==> src/rtl/seq_serializer.sv <==
// seq_serializer: parallel-to-serial bit feeder for the sequence detector.
// Accepts a word of up to WIDTH bits over a valid/ready handshake. It then
// emits the word one bit per clock on ser_out, qualified by ser_valid, with a
// done pulse on the last bit. Back-to-back words stream with no idle gap.
//
// Ports:
//   clk        in   system clock, rising edge
//   reset      in   synchronous, active-high reset
//   load_valid in   load_data/load_len are valid
//   load_ready out  serializer can accept a word this cycle
//   load_data  in   word to serialize (WIDTH bits)
//   load_len   in   bits to send; 0 or >WIDTH means WIDTH
//   ser_out    out  serial bit (registered)
//   ser_valid  out  ser_out carries a word bit (registered)
//   busy       out  word in progress (same as ser_valid)
//   done       out  high while the last bit of a word is on ser_out
module seq_serializer #(
  parameter int unsigned WIDTH     = 8,
  parameter bit          LSB_FIRST = 1'b0,
  parameter bit          IDLE_BIT  = 1'b0,
  localparam int unsigned LW       = $clog2(WIDTH + 1)
) (
  input  logic             clk,
  input  logic             reset,
  input  logic             load_valid,
  output logic             load_ready,
  input  logic [WIDTH-1:0] load_data,
  input  logic [LW-1:0]    load_len,
  output logic             ser_out,
  output logic             ser_valid,
  output logic             busy,
  output logic             done
);

  localparam logic STATE_IDLE  = 1'b0;
  localparam logic STATE_SHIFT = 1'b1;

  logic             state_q, state_d;
  logic [WIDTH-1:0] shreg_q, shreg_d;
  logic [LW-1:0]    rem_q, rem_d;
  logic             ser_out_q, ser_out_d;
  logic             ser_valid_q, ser_valid_d;
  logic             done_q, done_d;

  logic [LW-1:0]    eff_len;
  logic [WIDTH-1:0] aligned;
  logic             accept;

  // Ready in IDLE, or while the last bit is on the wire so the next word
  // follows without a bubble.
  assign load_ready = !reset && ((state_q == STATE_IDLE) || (rem_q == '0));
  assign accept     = load_valid && load_ready;

  always_comb begin
    if ((load_len == '0) || (load_len > LW'(WIDTH))) begin
      eff_len = LW'(WIDTH);
    end else begin
      eff_len = load_len;
    end
  end

  // MSB-first short words are shifted up so the first bit to send always
  // sits at the top of the register; LSB-first words already start at bit 0.
  always_comb begin
    if (LSB_FIRST) begin
      aligned = load_data;
    end else begin
      aligned = load_data << (LW'(WIDTH) - eff_len);
    end
  end

  always_comb begin
    state_d     = state_q;
    shreg_d     = shreg_q;
    rem_d       = rem_q;
    ser_out_d   = ser_out_q;
    ser_valid_d = ser_valid_q;
    done_d      = done_q;
    if (accept) begin
      shreg_d     = aligned;
      ser_out_d   = LSB_FIRST ? aligned[0] : aligned[WIDTH-1];
      ser_valid_d = 1'b1;
      rem_d       = eff_len - LW'(1);
      done_d      = (eff_len == LW'(1));
      state_d     = STATE_SHIFT;
    end else if (state_q == STATE_SHIFT) begin
      if (rem_q != '0) begin
        // The bit currently on ser_out is the register's edge bit; the next
        // one is its neighbour.
        shreg_d   = LSB_FIRST ? (shreg_q >> 1) : (shreg_q << 1);
        ser_out_d = LSB_FIRST ? shreg_q[1] : shreg_q[WIDTH-2];
        rem_d     = rem_q - LW'(1);
        done_d    = (rem_q == LW'(1));
      end else begin
        state_d     = STATE_IDLE;
        shreg_d     = '0;
        ser_out_d   = IDLE_BIT;
        ser_valid_d = 1'b0;
        done_d      = 1'b0;
      end
    end
  end

  always_ff @(posedge clk) begin
    if (reset) begin
      state_q     <= STATE_IDLE;
      shreg_q     <= '0;
      rem_q       <= '0;
      ser_out_q   <= IDLE_BIT;
      ser_valid_q <= 1'b0;
      done_q      <= 1'b0;
    end else begin
      state_q     <= state_d;
      shreg_q     <= shreg_d;
      rem_q       <= rem_d;
      ser_out_q   <= ser_out_d;
      ser_valid_q <= ser_valid_d;
      done_q      <= done_d;
    end
  end

  assign ser_out   = ser_out_q;
  assign ser_valid = ser_valid_q;
  assign busy      = ser_valid_q;
  assign done      = done_q;

endmodule
==> config.mk <==
export PLATFORM = sky130hd
export DESIGN_NAME = seq_serializer
export DESIGN_NICKNAME = d
export VERILOG_FILES = /design/src/rtl/seq_serializer.sv
export SDC_FILE = /design/constraint.sdc
export NUM_CORES = 1
export LEC_CHECK = 0
export CAP_MARGIN = 20
export CORE_MARGIN = 5
export CORE_UTILIZATION = 54
export CTS_BUF_LIST = sky130_fd_sc_hd__clkbuf_8
export CTS_CLUSTER_SIZE = 16
export DETAILED_ROUTE_END_ITERATION = 7
export HOLD_SLACK_MARGIN = 0.15
export PLACE_DENSITY = 0.82
export SLEW_MARGIN = 20
export SYNTH_ARGS = -nofsm -noshare
export SYNTH_HDL_FRONTEND = slang
export SYNTH_SLANG_ARGS = --single-unit
==> constraint.sdc <==
create_clock -name clk -period 2.86 [get_ports clk]
set_clock_uncertainty 0.05 [all_clocks]
set_input_delay 0.858 -clock clk [delete_from_list [all_inputs] [get_ports clk]]
set_output_delay 0.858 -clock clk [all_outputs]
set_load 0.1 [all_outputs]
==> flow_metrics.tcl <==
set metrics [dict create \
    synth_nets 137 \
    grt_usage_pct 20.6 \
    syn_area_per_cell_sq_um 9.30 \
    pwr-share-seq_pct 35.8 \
    die_area_sq_mm 0.00303 \
    ios 20 \
    critical_path_required_ns 1.95 \
    path_class "flop to primary output" \
    coreArea_sq_mm 0.00194 \
    holdPathStages 2 \
    slowest_stage "or3b_1" \
    drt_pre_antenna_iters 4 \
    final_cell_mix "dfxtp_1 (15), clkdlybuf4s50_1 (14), buf_4 (14)" \
    leakage_nw 0.580 \
    regArea_sq_um 300 \
    finalWirelength_microns 2590 \
    diodes 0 \
    cp_cell_sequence "inv_1, ha_1, or3b_1, and2_2, nor2_4, buf_12" \
    ff2ff_path_depth 8 \
    synthCells 118 \
    grt_pass1_vias 995 \
    cp_max_fo 5 \
    synth_edf_count 0 \
    outcome "finished, final reports clean" \
    antenna_found_initial 0 \
    fmax_ghz 0.364 \
    vdd_drop_max_v 0.000389 \
    cts_hold_buf 0 \
    num-fill-cells 162 \
    insertion_delay_ns 0.25 \
    final_util_pct 72.2 \
    cp.arrival_ns 1.84 \
    hpwl_microns 2020 \
    cts.sinks 15 \
    root_buffer "clkbuf_8" \
    p_clk_share_pct 23.4 \
    post_cts_buffers 0 \
    drive_above_1_share_pct 21.5 \
    drc_errors 0 \
    final_max_slew_viol_count 0 \
    p_sw_w 0.000256 \
    finalCritPeriodShare_pct 96.0 \
    power_w 0.000707 \
    gp_congestion 0.817 \
    period_minus_slack_ns 2.75 \
    cts_tree "done" \
    rsz0062_at_grt "false" \
    intPower_w 0.000451 \
    final_net_count 164 \
    maxCapViolCount 0 \
    crit_path_start_kind "flop" \
    drt_iter0_markers 6 \
    htreeDepth 1 \
    max_slew_margin_pct 64.3 \
    final_common_cell "dfxtp_1" \
    multi_input_area_sq_um 723 \
    netlist_area_sq_mm 0.00110 \
    cts_resized 0 \
    ys_seq_area_share_pct 27.4 \
    worst_slew_pin_slew_ns 0.535 \
    hold_class "flop to flop" \
    timing.final.setup_violations 0 \
    powerDensity_mw_per_mm2 504 \
    end_kind "primary output" \
    start_util_pct 56.5 \
    clk_pin_slew_worst_paths_ns 0.06 \
    synth_warnings 0 \
    synth_ff_type "dfxtp_1" \
    sw_frac_of_total_pct 36.2 \
    max_stage_delay_ns 0.38 \
    viasPerCell 5.92 \
    synth.distinct_cells 42 \
    port-buffer-count 19 \
    dieHeight_microns 55.1 \
    clockBufferDepth 2 \
    die_w_microns 55.1 \
    syn_to_final_growth_pct 27.8 \
    grt_pass1_wl_microns 4450 \
    combPwrFrac_pct 40.7 \
    grt-ovfl-total 0 \
    num_vias 1012 \
    synth-async-reset-ratio_pct 0 \
    std_cell_rows 16 \
    ys_seq_elements 15 \
    wl_per_cell_microns 15.2 \
    numCtsBuffers 3 \
    hold_viol 0 \
    ant_nets 0 \
    grt_max_degree 16 \
]
[state kept, by name, indices dropped and copies added (netlist names)]
register	count
done	1
shreg_q	7
ser_out	1
busy	1
rem_q	4
state_q	1
[cells by family after synthesis]
family,count (synthesis),synth area share (%)
and+or+nand+nor,41,21.2
muxes,14,15.1
xor gates and xnor gates,1,2.51
DFF,15,27.4
AOI/OAI and AO/OA,31,21.9
buffers and inverters,12,7.41
adders and majority gates,4,4.56
[stage by stage]
| stage | instance area, sq um | hold slack [ns] | cells | worst slack, ns | TNS [ns] |
|---|---|---|---|---|---|
| floorplan | 1100 | 0.382 | 118 | 0.199 | 0 |
| global placement | 1360 | 0.390 | 167 | -0.00306 | -0.00306 |
| detailed placement | 1360 | 0.397 | 167 | -0.0410 | -0.0495 |
| CTS | 1400 | 0.405 | 171 | 0.112 | 0 |
| global route | 1400 | 0.432 | 171 | 0.00809 | 0 |
| finish | 1400 | 0.402 | 171 | 0.114 | 0 |
[Yosys cell counts, drive strengths merged, types with 4 or more instances]
master | count | area share (%)
nor3 | 7 | 3.2
nand2 | 7 | 2.4
buf | 4 | 2.8
mux2i | 12 | 11
a221oi | 5 | 4.6
nand2b | 5 | 3.5
ha | 4 | 4.6
clkbuf | 4 | 3.2
nor2 | 12 | 5.6
dfxtp | 15 | 27
inv | 4 | 1.4
a21oi | 9 | 4.1
[power groups by stage]
| stage | sequential, W | clock (W) | combinational (W) |
|---|---|---|---|
| floorplan | 0.000278 | 0 | 0.000187 |
| global placement | 0.000255 | 0 | 0.000280 |
| detailed placement | 0.000256 | 0 | 0.000288 |
| CTS | 0.000252 | 0.000169 | 0.000290 |
| global route | 0.000255 | 0.000179 | 0.000313 |
| finish | 0.000253 | 0.000166 | 0.000288 |
[final cells by class]
| class | instances | share of cell area (%) |
|---|---|---|
| multi-input cells | 91 | 51.6 |
| clock inverters | 1 | 0.268 |
| clock buffers | 3 | 2.94 |
| repair buffers | 30 | 20.3 |
| flip-flops and latches | 15 | 21.4 |
| well taps | 27 | 2.41 |
| inverters | 4 | 1.07 |
[routing by layer]
| metal | share of wire [%] | track usage [%] | up-vias |
|---|---|---|---|
| li1 | - | - | 491 |
| met1 | 41 | 23.7 | 497 |
| met2 | 54 | 38.0 | 20 |
| met3 | 3.7 | 4.83 | 4 |
| met4 | 0.81 | 4.86 | 0 |
| met5 | 0 | 0 | - |
[worst max-delay path, delay by kind of cell, from the launching register on]
kind	cells	cell delay, ns
AND/OR/NAND/NOR	3	0.74
adder cells (fa/ha/maj)	1	0.22
buffers and inverters	2	0.26
flip-flops	1	0.36
[path summary, 6_finish.rpt]
| path | slack [ns] | start | end |
|---|---|---|---|
| worst max-delay path | 0.11 | rem_q[0] | load_ready |
| worst min-delay path | 0.40 | shreg_q[0] | shreg_q[0] |
| worst max register to register | 0.86 | rem_q[0] | shreg_q[5] |
| worst min register to register | 0.40 | shreg_q[0] | shreg_q[0] |
Note: power is estimated with default switching activity, not from simulation.
